<file path="src/rtl/onchip_mem_sched_if.sv">
// Bundle between the burst scheduler, its requesters and the auto-incrementing memory macro.
// slave = scheduler side, master = requester/memory side.
interface onchip_mem_sched_if #(
  parameter int NUM_REQ = 2,
  parameter int DATA_W  = 16,
  parameter int LEN_W   = 10,
  parameter int AW      = 10
);
  logic [NUM_REQ-1:0]        req;
  logic [NUM_REQ-1:0]        req_wr;
  logic [NUM_REQ*LEN_W-1:0]  req_len;
  logic [NUM_REQ*DATA_W-1:0] wr_data;
  logic                      cfg_multi_cycle;
  logic [1:0]                cfg_cycle_count;
  logic [NUM_REQ-1:0]        gnt;
  logic                      beat_ack;
  logic                      rd_valid;
  logic [DATA_W-1:0]         rd_data;
  logic [NUM_REQ-1:0]        done;
  logic                      busy;
  logic [AW-1:0]             addr_shadow;
  logic [31:0]               beat_total;
  logic                      mem_wr_en;
  logic                      mem_rd_en;
  logic [DATA_W-1:0]         mem_data_in;
  logic [DATA_W-1:0]         mem_data_out;
  logic                      mem_multi_cycle_mode;
  logic [1:0]                mem_cycle_count;

  modport slave (
    input  req, req_wr, req_len, wr_data, cfg_multi_cycle, cfg_cycle_count, mem_data_out,
    output gnt, beat_ack, rd_valid, rd_data, done, busy, addr_shadow, beat_total,
           mem_wr_en, mem_rd_en, mem_data_in, mem_multi_cycle_mode, mem_cycle_count
  );

  modport master (
    output req, req_wr, req_len, wr_data, cfg_multi_cycle, cfg_cycle_count, mem_data_out,
    input  gnt, beat_ack, rd_valid, rd_data, done, busy, addr_shadow, beat_total,
           mem_wr_en, mem_rd_en, mem_data_in, mem_multi_cycle_mode, mem_cycle_count
  );
endinterface

</file>
<file path="src/rtl/onchip_mem_sched.sv">
// Round-robin burst scheduler for the single-port auto-incrementing on-chip memory.
// Optional ONCHIP_MEM_SCHED_BEAT_CNT_EN adds the 32-bit beat_total counter (tied to 0 otherwise).
module onchip_mem_sched #(
  parameter int NUM_REQ = 2,
  parameter int DATA_W  = 16,
  parameter int LEN_W   = 10,
  parameter int AW      = 10
) (
  input logic               clk,
  input logic               reset,
  onchip_mem_sched_if.slave bus
);
  localparam int IW = (NUM_REQ > 1) ? $clog2(NUM_REQ) : 1;

  typedef enum logic [1:0] {IDLE, WRITE, READ, DONE} state_t;

  state_t            state_q;
  logic [IW-1:0]     win_q, last_q, pick;
  logic              found;
  logic              mc_q;
  logic [1:0]        cc_q, wait_q;
  logic [LEN_W-1:0]  rem_q, rem_d, pick_len;
  logic [AW-1:0]     shadow_q, shadow_d;
  logic              rd_valid_q;
  logic [DATA_W-1:0] rd_data_q;
  logic              fire, step;
  logic [NUM_REQ-1:0] win_oh;

  // Search starts one past the last winner; last_q resets to NUM_REQ-1 so requester 0 leads.
  always_comb begin
    int idx;
    idx   = 0;
    pick  = '0;
    found = 1'b0;
    for (int i = 1; i <= NUM_REQ; i++) begin
      idx = int'(last_q) + i;
      if (idx >= NUM_REQ) idx = idx - NUM_REQ;
      if (!found && bus.req[IW'(idx)]) begin
        found = 1'b1;
        pick  = IW'(idx);
      end
    end
  end

  assign pick_len = bus.req_len[int'(pick)*LEN_W +: LEN_W];
  assign fire     = (state_q == READ) && (!mc_q || (wait_q == cc_q));
  assign step     = (state_q == WRITE) || fire;
  assign rem_d    = rem_q - LEN_W'(1);
  assign shadow_d = shadow_q + AW'(1);
  assign win_oh   = NUM_REQ'(1) << win_q;

  always_ff @(posedge clk or posedge reset) begin
    if (reset) begin
      state_q    <= IDLE;
      win_q      <= '0;
      last_q     <= IW'(NUM_REQ - 1);
      mc_q       <= 1'b0;
      cc_q       <= '0;
      wait_q     <= '0;
      rem_q      <= '0;
      shadow_q   <= '0;
      rd_valid_q <= 1'b0;
      rd_data_q  <= '0;
    end else begin
      rd_valid_q <= fire;
      if (fire) rd_data_q <= bus.mem_data_out;
      case (state_q)
        IDLE: begin
          wait_q <= '0;
          if (found) begin
            win_q <= pick;
            mc_q  <= bus.cfg_multi_cycle;
            cc_q  <= bus.cfg_cycle_count;
            rem_q <= pick_len;
            if (pick_len == '0)    state_q <= DONE;
            else if (bus.req_wr[pick]) state_q <= WRITE;
            else                   state_q <= READ;
          end
        end
        WRITE: begin
          rem_q    <= rem_d;
          shadow_q <= shadow_d;
          if (rem_q == LEN_W'(1)) state_q <= DONE;
        end
        READ: begin
          // Wait counter mirrors the memory's own 0..C sequence so fires line up.
          wait_q <= fire ? 2'd0 : wait_q + 2'd1;
          if (fire) begin
            rem_q    <= rem_d;
            shadow_q <= shadow_d;
            if (rem_q == LEN_W'(1)) state_q <= DONE;
          end
        end
        DONE: begin
          last_q  <= win_q;
          state_q <= IDLE;
        end
        default: state_q <= IDLE;
      endcase
    end
  end

`ifdef ONCHIP_MEM_SCHED_BEAT_CNT_EN
  logic [31:0] beat_total_q;

  always_ff @(posedge clk or posedge reset) begin
    if (reset)     beat_total_q <= '0;
    else if (step) beat_total_q <= beat_total_q + 32'd1;
  end

  assign bus.beat_total = beat_total_q;
`else
  assign bus.beat_total = 32'd0;
`endif

  assign bus.gnt         = ((state_q == WRITE) || (state_q == READ)) ? win_oh : '0;
  assign bus.done        = (state_q == DONE) ? win_oh : '0;
  assign bus.busy        = (state_q != IDLE);
  assign bus.beat_ack    = (state_q == WRITE);
  assign bus.mem_wr_en   = (state_q == WRITE);
  assign bus.mem_rd_en   = (state_q == READ);
  assign bus.mem_data_in = (state_q == WRITE) ? bus.wr_data[int'(win_q)*DATA_W +: DATA_W] : '0;
  assign bus.mem_multi_cycle_mode = (state_q == READ) && mc_q;
  assign bus.mem_cycle_count      = (state_q == READ) ? cc_q : 2'd0;
  assign bus.rd_valid    = rd_valid_q;
  assign bus.rd_data     = rd_data_q;
  assign bus.addr_shadow = shadow_q;
endmodule

</file>
<file path="src/flat_wrapper.sv">
// flat-port wrapper written by rule: the top's interface ports become plain ports
module onchip_mem_sched_flat 
#(
  parameter int NUM_REQ = 2,
  parameter int DATA_W  = 16,
  parameter int LEN_W   = 10,
  parameter int AW      = 10
)
  (clk, reset, bus_req, bus_req_wr, bus_req_len, bus_wr_data, bus_cfg_multi_cycle, bus_cfg_cycle_count, bus_mem_data_out, bus_gnt, bus_beat_ack, bus_rd_valid, bus_rd_data, bus_done, bus_busy, bus_addr_shadow, bus_beat_total, bus_mem_wr_en, bus_mem_rd_en, bus_mem_data_in, bus_mem_multi_cycle_mode, bus_mem_cycle_count);
  onchip_mem_sched_if #(.NUM_REQ(NUM_REQ), .DATA_W(DATA_W), .LEN_W(LEN_W), .AW(AW)) bus_i ();
  input logic clk;
  input logic reset;
  input wire logic [$bits(bus_i.req)-1:0] bus_req;
  input wire logic [$bits(bus_i.req_wr)-1:0] bus_req_wr;
  input wire logic [$bits(bus_i.req_len)-1:0] bus_req_len;
  input wire logic [$bits(bus_i.wr_data)-1:0] bus_wr_data;
  input wire logic [$bits(bus_i.cfg_multi_cycle)-1:0] bus_cfg_multi_cycle;
  input wire logic [$bits(bus_i.cfg_cycle_count)-1:0] bus_cfg_cycle_count;
  input wire logic [$bits(bus_i.mem_data_out)-1:0] bus_mem_data_out;
  output wire logic [$bits(bus_i.gnt)-1:0] bus_gnt;
  output wire logic [$bits(bus_i.beat_ack)-1:0] bus_beat_ack;
  output wire logic [$bits(bus_i.rd_valid)-1:0] bus_rd_valid;
  output wire logic [$bits(bus_i.rd_data)-1:0] bus_rd_data;
  output wire logic [$bits(bus_i.done)-1:0] bus_done;
  output wire logic [$bits(bus_i.busy)-1:0] bus_busy;
  output wire logic [$bits(bus_i.addr_shadow)-1:0] bus_addr_shadow;
  output wire logic [$bits(bus_i.beat_total)-1:0] bus_beat_total;
  output wire logic [$bits(bus_i.mem_wr_en)-1:0] bus_mem_wr_en;
  output wire logic [$bits(bus_i.mem_rd_en)-1:0] bus_mem_rd_en;
  output wire logic [$bits(bus_i.mem_data_in)-1:0] bus_mem_data_in;
  output wire logic [$bits(bus_i.mem_multi_cycle_mode)-1:0] bus_mem_multi_cycle_mode;
  output wire logic [$bits(bus_i.mem_cycle_count)-1:0] bus_mem_cycle_count;
  assign bus_i.req = bus_req;
  assign bus_i.req_wr = bus_req_wr;
  assign bus_i.req_len = bus_req_len;
  assign bus_i.wr_data = bus_wr_data;
  assign bus_i.cfg_multi_cycle = bus_cfg_multi_cycle;
  assign bus_i.cfg_cycle_count = bus_cfg_cycle_count;
  assign bus_i.mem_data_out = bus_mem_data_out;
  assign bus_gnt = bus_i.gnt;
  assign bus_beat_ack = bus_i.beat_ack;
  assign bus_rd_valid = bus_i.rd_valid;
  assign bus_rd_data = bus_i.rd_data;
  assign bus_done = bus_i.done;
  assign bus_busy = bus_i.busy;
  assign bus_addr_shadow = bus_i.addr_shadow;
  assign bus_beat_total = bus_i.beat_total;
  assign bus_mem_wr_en = bus_i.mem_wr_en;
  assign bus_mem_rd_en = bus_i.mem_rd_en;
  assign bus_mem_data_in = bus_i.mem_data_in;
  assign bus_mem_multi_cycle_mode = bus_i.mem_multi_cycle_mode;
  assign bus_mem_cycle_count = bus_i.mem_cycle_count;
  onchip_mem_sched #(.NUM_REQ(NUM_REQ), .DATA_W(DATA_W), .LEN_W(LEN_W), .AW(AW)) u_core (.clk(clk), .reset(reset), .bus(bus_i));
endmodule
</file>
<file path="config.mk">
export PLATFORM = sky130hd
export DESIGN_NAME = onchip_mem_sched_flat
export DESIGN_NICKNAME = d
export VERILOG_FILES = /design/src/rtl/onchip_mem_sched_if.sv /design/src/rtl/onchip_mem_sched.sv /design/src/flat_wrapper.sv
export SDC_FILE = /design/constraint.sdc
export NUM_CORES = 1
export LEC_CHECK = 0
export ABC_AREA = 1
export CORE_MARGIN = 4
export CORE_UTILIZATION = 40
export DETAILED_ROUTE_END_ITERATION = 10
export GPL_TIMING_DRIVEN = 0
export PLACE_DENSITY = 0.82
export SETUP_SLACK_MARGIN = 0.05
export SLEW_MARGIN = 20
export SYNTH_ARGS = -nofsm -noshare
export SYNTH_HDL_FRONTEND = slang
export SYNTH_SLANG_ARGS = --single-unit
</file>
<file path="constraint.sdc">
create_clock -name clk -period 4.4 [get_ports clk]
set_input_delay 0.66 -clock clk [delete_from_list [all_inputs] [get_ports clk]]
set_output_delay 0.66 -clock clk [all_outputs]
set_load 0.05 [all_outputs]
</file>
* Word-level counts from Yosys, hierarchy flattened *
Index checks and enable logic that the tools add are counted.

operators by class
  reduce and logical (&&, ||, !) cells = 17
  multipliers = 1
  shifts and indexed selects = 3
  multiplexer cells = 29
  eq/ne operators = 7
  order comparisons = 5
  $add $sub $neg = 7

operator list
  kind                                                                                  number
  20-bit by 32-bit variable part select with 10-bit output                              1
  32-bit by 6-bit variable part select with 16-bit output                               1
  10-bit 2-to-1 mux                                                                     3
  10-bit case mux with 3 select lines                                                   1
  10-bit case mux with 2 select lines                                                   1
  2-bit 2-to-1 mux                                                                      9
  16-bit 2-to-1 mux                                                                     1
  1-bit 2-to-1 mux                                                                      12
  10-bit by 1-bit adder with 10-bit output (second input constant)                      1
  10-bit by 1-bit equality test with 1-bit output (second input constant)               1
  10-bit logical NOT                                                                    1
  10-bit by 1-bit subtractor with 10-bit output (second input constant)                 1
  2-bit case mux with 4 select lines                                                    1
  1-bit by 3-bit less-than comparator with 1-bit output (second input constant)         2
  2-bit AND reduction                                                                   3
  2-bit nonzero test                                                                    3
  2-bit equality test (second input constant)                                           2
  1-bit by 3-bit multiplier with 4-bit output (second input constant)                   1
  2-bit by 1-bit inequality test with 1-bit output (second input constant)              2
  2-bit case mux with 2 select lines                                                    1
  1-bit by 2-bit adder with 3-bit output (second input constant)                        1
  3-bit by 2-bit greater-or-equal comparator with 1-bit output (second input constant)  1
  1-bit logical AND                                                                     3
  3-bit AND reduction                                                                   1
  12 further kinds                                                                      15

word-level totals
  word-level logic and storage cells = 79
  input port bits = 77
  register bits = 46
  output and inout bits = 86

* Logic depth before layout (Yosys ltp) *
  word-level depth = 16
  depth in mapped cells = 11
  gate-level depth less buffers = 11

* Least setup slack after synthesis *
OpenSTA, ideal clock, no wires.

  kind = reg2out
  start = register u_core.state_q[1]
  end = output bus_mem_data_in[10]
  setup slack = 1.602 ns
  buffers on the path = 1
  required time = 3.740 ns
  stages on the path, launching flop included = 6
  arrival time = 2.138 ns
  cell sequence = dfrtp_1 -> inv_1 -> ha_1 -> clkbuf_1 -> o21ai_0 -> nor2_1

on the way
  word-level cells in the longest chain between the ends = 2

ends and longest elaborated chain
  what                                            RTL line                 RTL
  from (decl)                                     onchip_mem_sched.sv:17   state_t state_q;
  from (signal assigned)                          onchip_mem_sched.sv:54   state_q <= IDLE;
  from (signal assigned)                          onchip_mem_sched.sv:75   if (pick_len == '0) state_q <= DONE;
  from (signal assigned)                          onchip_mem_sched.sv:76   else if (bus.req_wr[pick]) state_q <= WRITE;
  2-bit by 1-bit equality test with 1-bit output  n/a
  named net bus_beat_ack                          flat_wrapper.sv:21       output wire logic [$bits(bus_i.beat_ack)-1:0] bus_beat_ack;
  16-bit 2-to-1 mux                               onchip_mem_sched.sv:122  assign bus.mem_data_in = (state_q == WRITE) ? bus.wr_data[int'(win_q)*DATA_W +: DATA_W] : '0;
  to (decl)                                       flat_wrapper.sv:30       output wire logic [$bits(bus_i.mem_data_in)-1:0] bus_mem_data_in;

The timed path passes the listed nets, and every way through them passes these cells.

* Final worst setup path *
  start = register u_core.state_q[1]
  end = output bus_mem_data_in[7]

on the way
  word-level cells in the longest chain between the ends = 2

ends and longest elaborated chain
  what                                            RTL line
  2-bit by 1-bit equality test with 1-bit output  n/a
  16-bit 2-to-1 mux                               onchip_mem_sched.sv:122

Every way passes these cells.

==> impl_metrics.toml <==
[status]
status = "complete, no violations"

[pwr]
p_int_uw = 1601
seq_power_share_pct = 21.2
power.switching_uw = 1989
power.total_uw = 3591
max-vdd-ir-drop_mv = 0.4713
power.density_nw_per_um2 = 762.8
p_clk_share_pct = 7.4
p_leak_uw = 0.002332
p_comb_share_pct = 71.5
p_sw_share_pct = 55.41

[grt]
antenna_found_initial = 0
grtUsageTotal_pct = 18.06
grt_pass1_wl_um = 13190
grt.busiest_layer = "met2"
met3_usage_pct = 4.578
use_met2_pct = 34.97
grt-ovfl-total = 0
grt_max_degree = 26
gr-usage-met1_pct = 19.37
grt_pass1_vias = 3023

[clocking]
htreeDepth = 2
clk_path_buf_depth = 2
cts_tree = "built"
numCtsBuffers = 5
path_clk_slew_ns = 0.08
ctsHoldBuffers = 0
clockRootBuffer = "clkbuf_8"
cts_resized = 0
post-cts-setup-buffer-count = 0
clock_sinks = 46
clk_latency_ns = 0.30

[yosys]
ys_warn_count = 0
synth_edf_count = 0
netlist.area_leader.share_pct = 36.63
synthArstFlopShare_pct = 100.0
synthFlopType = "dfrtp_1"
yosysMostFrequentCell = "nand2_1"
syn_avg_cell_area_um2 = 7.133
yosysTopAreaCell = "dfrtp_1"
yosysSeqAreaShare_pct = 37.48
ys_ff_latch = 46
synth.distinct_cells = 34
synth_area_leaders = "dfrtp_1 (37%), nand2_1 (15%), buf_4 (8.1%), nor2_1 (6.5%), o21ai_0 (4.4%)"
synth_commonest_cells = "nand2_1 (125), nor2_1 (53), dfrtp_1 (45)"
synthCells = 431
syn_area_um2 = 3074

[routing]
ant_nets = 0
vias = 3097
drc = 0
drtIter0Drc = 142
wirelength_um = 8464
vias_per_cell = 4.437
wl_per_cell_um = 12.13
dr.pass1.iters = 4

[worst_setup_path]
path_cells = "inv_1, ha_1, clkbuf_1, o21ai_0, nor2_1, clkdlybuf4s50_1"
crit_path_max_fanout = 10
critPathLaunchType = "flop"
arrival_ns = 2.59
max_stage_delay_ns = 0.80
path_buf_inv = 3
cp_slowest_cell = "clkdlybuf4s50_1"
worst-r2r-setup-slack_ns = 2.59
critical_path_class = "flop to primary output"
critPathCaptureType = "primary output"
critPathTopFamily = "buffers and inverters"
crit_required_ns = 3.74

[finish]
fillerInstances = 636
syn_to_final_growth_pct = 53.11
nets = 683
final_layout_size_suffix_gt1_share_pct = 14.19
final_util_pct = 63.87
fin_area_um2 = 4707
num_antenna_cells = 0

[sta]
final-hold-violation-count = 0
rsz0062_at_grt = "false"
skew_ns = 0.01014
fmax_mhz = 307.6
tightestPinTransition_ns = 0.5265
slew_headroom_pct = 64.79
setup_slack_ns = 1.149
slew_viol_final = 0
layout_worst_path_cycle_share_pct = 73.88
fin_crit_ns = 3.251
fin_setup_tns_ns = 0
finalSetupViolCount = 0

[floorplan]
num_io_pins = 163
die_area_um2 = 9152
core_area_um2 = 7370
initial_utilization_pct = 41.71
die_y_um = 95.67
die_w_um = 95.67
row_count = 31

[placement]
place_ws_ns = 1.435
portBuffers = 128
hpwl_um = 7059
placed_area_um2 = 4616
place_congestion = 0.8724

[min_path]
worstHoldPathType = "flop to flop"

[run]
drv_cap = 0
-- metal layers --
layer	vias to the layer above	part of all wire, %
li1	1596	-
met1	1378	37
met2	113	52
met3	10	9.2
met4	0	1.4
met5	-	0
-- area by class of cell --
| class | count | area (µm²) | area share [%] |
|---|---|---|---|
| inverter | 50 | 187.7 | 3.987 |
| timing repair buffer | 129 | 1301 | 27.64 |
| buffer | 44 | 314.1 | 6.672 |
| tap | 99 | 123.9 | 2.632 |
| multi-input combinational | 322 | 1536 | 32.64 |
| clock buffer | 7 | 86.33 | 1.834 |
| clock inverter | 1 | 5.005 | 0.1063 |
| sequential | 46 | 1152 | 24.48 |
-- power groups by stage --
stage,Combinational (µW),Sequential (µW),Clock [µW]
6_report,2570,760,265
3_3_place_gp,2520,757,0
5_1_grt,2790,788,290
4_1_cts,2590,760,274
2_1_floorplan,1500,1090,0
3_5_place_dp,2580,763,0
-- state kept, by name, summed over array words and instances (netlist names) --
signal / count
u_core.bus.addr_shadow: 10
u_core.bus.rd_data: 16
u_core.bus.rd_valid: 1
u_core.cc_q: 2
u_core.last_q: 1
u_core.mc_q: 1
u_core.rem_q: 10
u_core.state_q: 2
u_core.wait_q: 2
u_core.win_q: 1
-- worst min-delay path, stage by stage (launching register included) --
cell,delay (ns)
dfrtp_1,0.35
nand2_1,0.05
nand2_1,0.06
-- logic make-up after synthesis --
logic type | count (synthesis) | synth area share, %
AND/OR/NAND/NOR | 212 | 28.69
buffers and inverters | 94 | 16.32
AO/OA/AOI/OAI | 58 | 10.46
flip-flops | 46 | 37.48
XOR/XNOR | 9 | 2.564
adder cells (fa/ha/maj) | 8 | 3.256
multiplexers | 3 | 1.099
other | 1 | 0.1220
-- placed cells by master, fill, tap and decap left out, types with 2 or more instances in the layout --
| cell | n |
|---|---|
| clkbuf_1 | 7 |
| clkbuf_8 | 6 |
| o21ai_1 | 16 |
| buf_6 | 3 |
| o211ai_1 | 2 |
| xor2_1 | 4 |
| nand3_1 | 9 |
| dfrtp_1 | 45 |
| ha_1 | 8 |
| nor2_2 | 4 |
| a21oi_1 | 8 |
| nand2_4 | 2 |
| nor2_1 | 53 |
| clkdlybuf4s50_1 | 128 |
| nor3_1 | 3 |
| nand3b_1 | 2 |
| nand2_1 | 125 |
| nand2_2 | 8 |
| inv_2 | 16 |
| nand4_1 | 3 |
| buf_2 | 2 |
| buf_4 | 33 |
| conb_1 | 32 |
| o21ai_0 | 27 |
| inv_1 | 34 |
| mux2_2 | 3 |
| xnor2_1 | 5 |
-- worst paths after layout --
path                                              from                         to  cells after the start
max in group asynchronous                        reset            u_core.rem_q[0]                      3
min in group asynchronous                        reset  u_core.bus.addr_shadow[8]                      2
worst max register to register       u_core.state_q[0]            u_core.rem_q[3]                     10
worst min-delay path            u_core.bus.rd_data[15]     u_core.bus.rd_data[15]                      2
worst min register to register  u_core.bus.rd_data[15]     u_core.bus.rd_data[15]                      2
worst max-delay path                 u_core.state_q[1]         bus_mem_data_in[7]                      6
-- through the flow --
step	std cells	hold WS [ns]
final	698	0.4819
after floorplan	462	0.4643
after global placement	689	0.4634
after global routing	698	0.5137
after detailed placement	690	0.4640
after CTS	698	0.4866
Power figures use the tool's default switching activity.
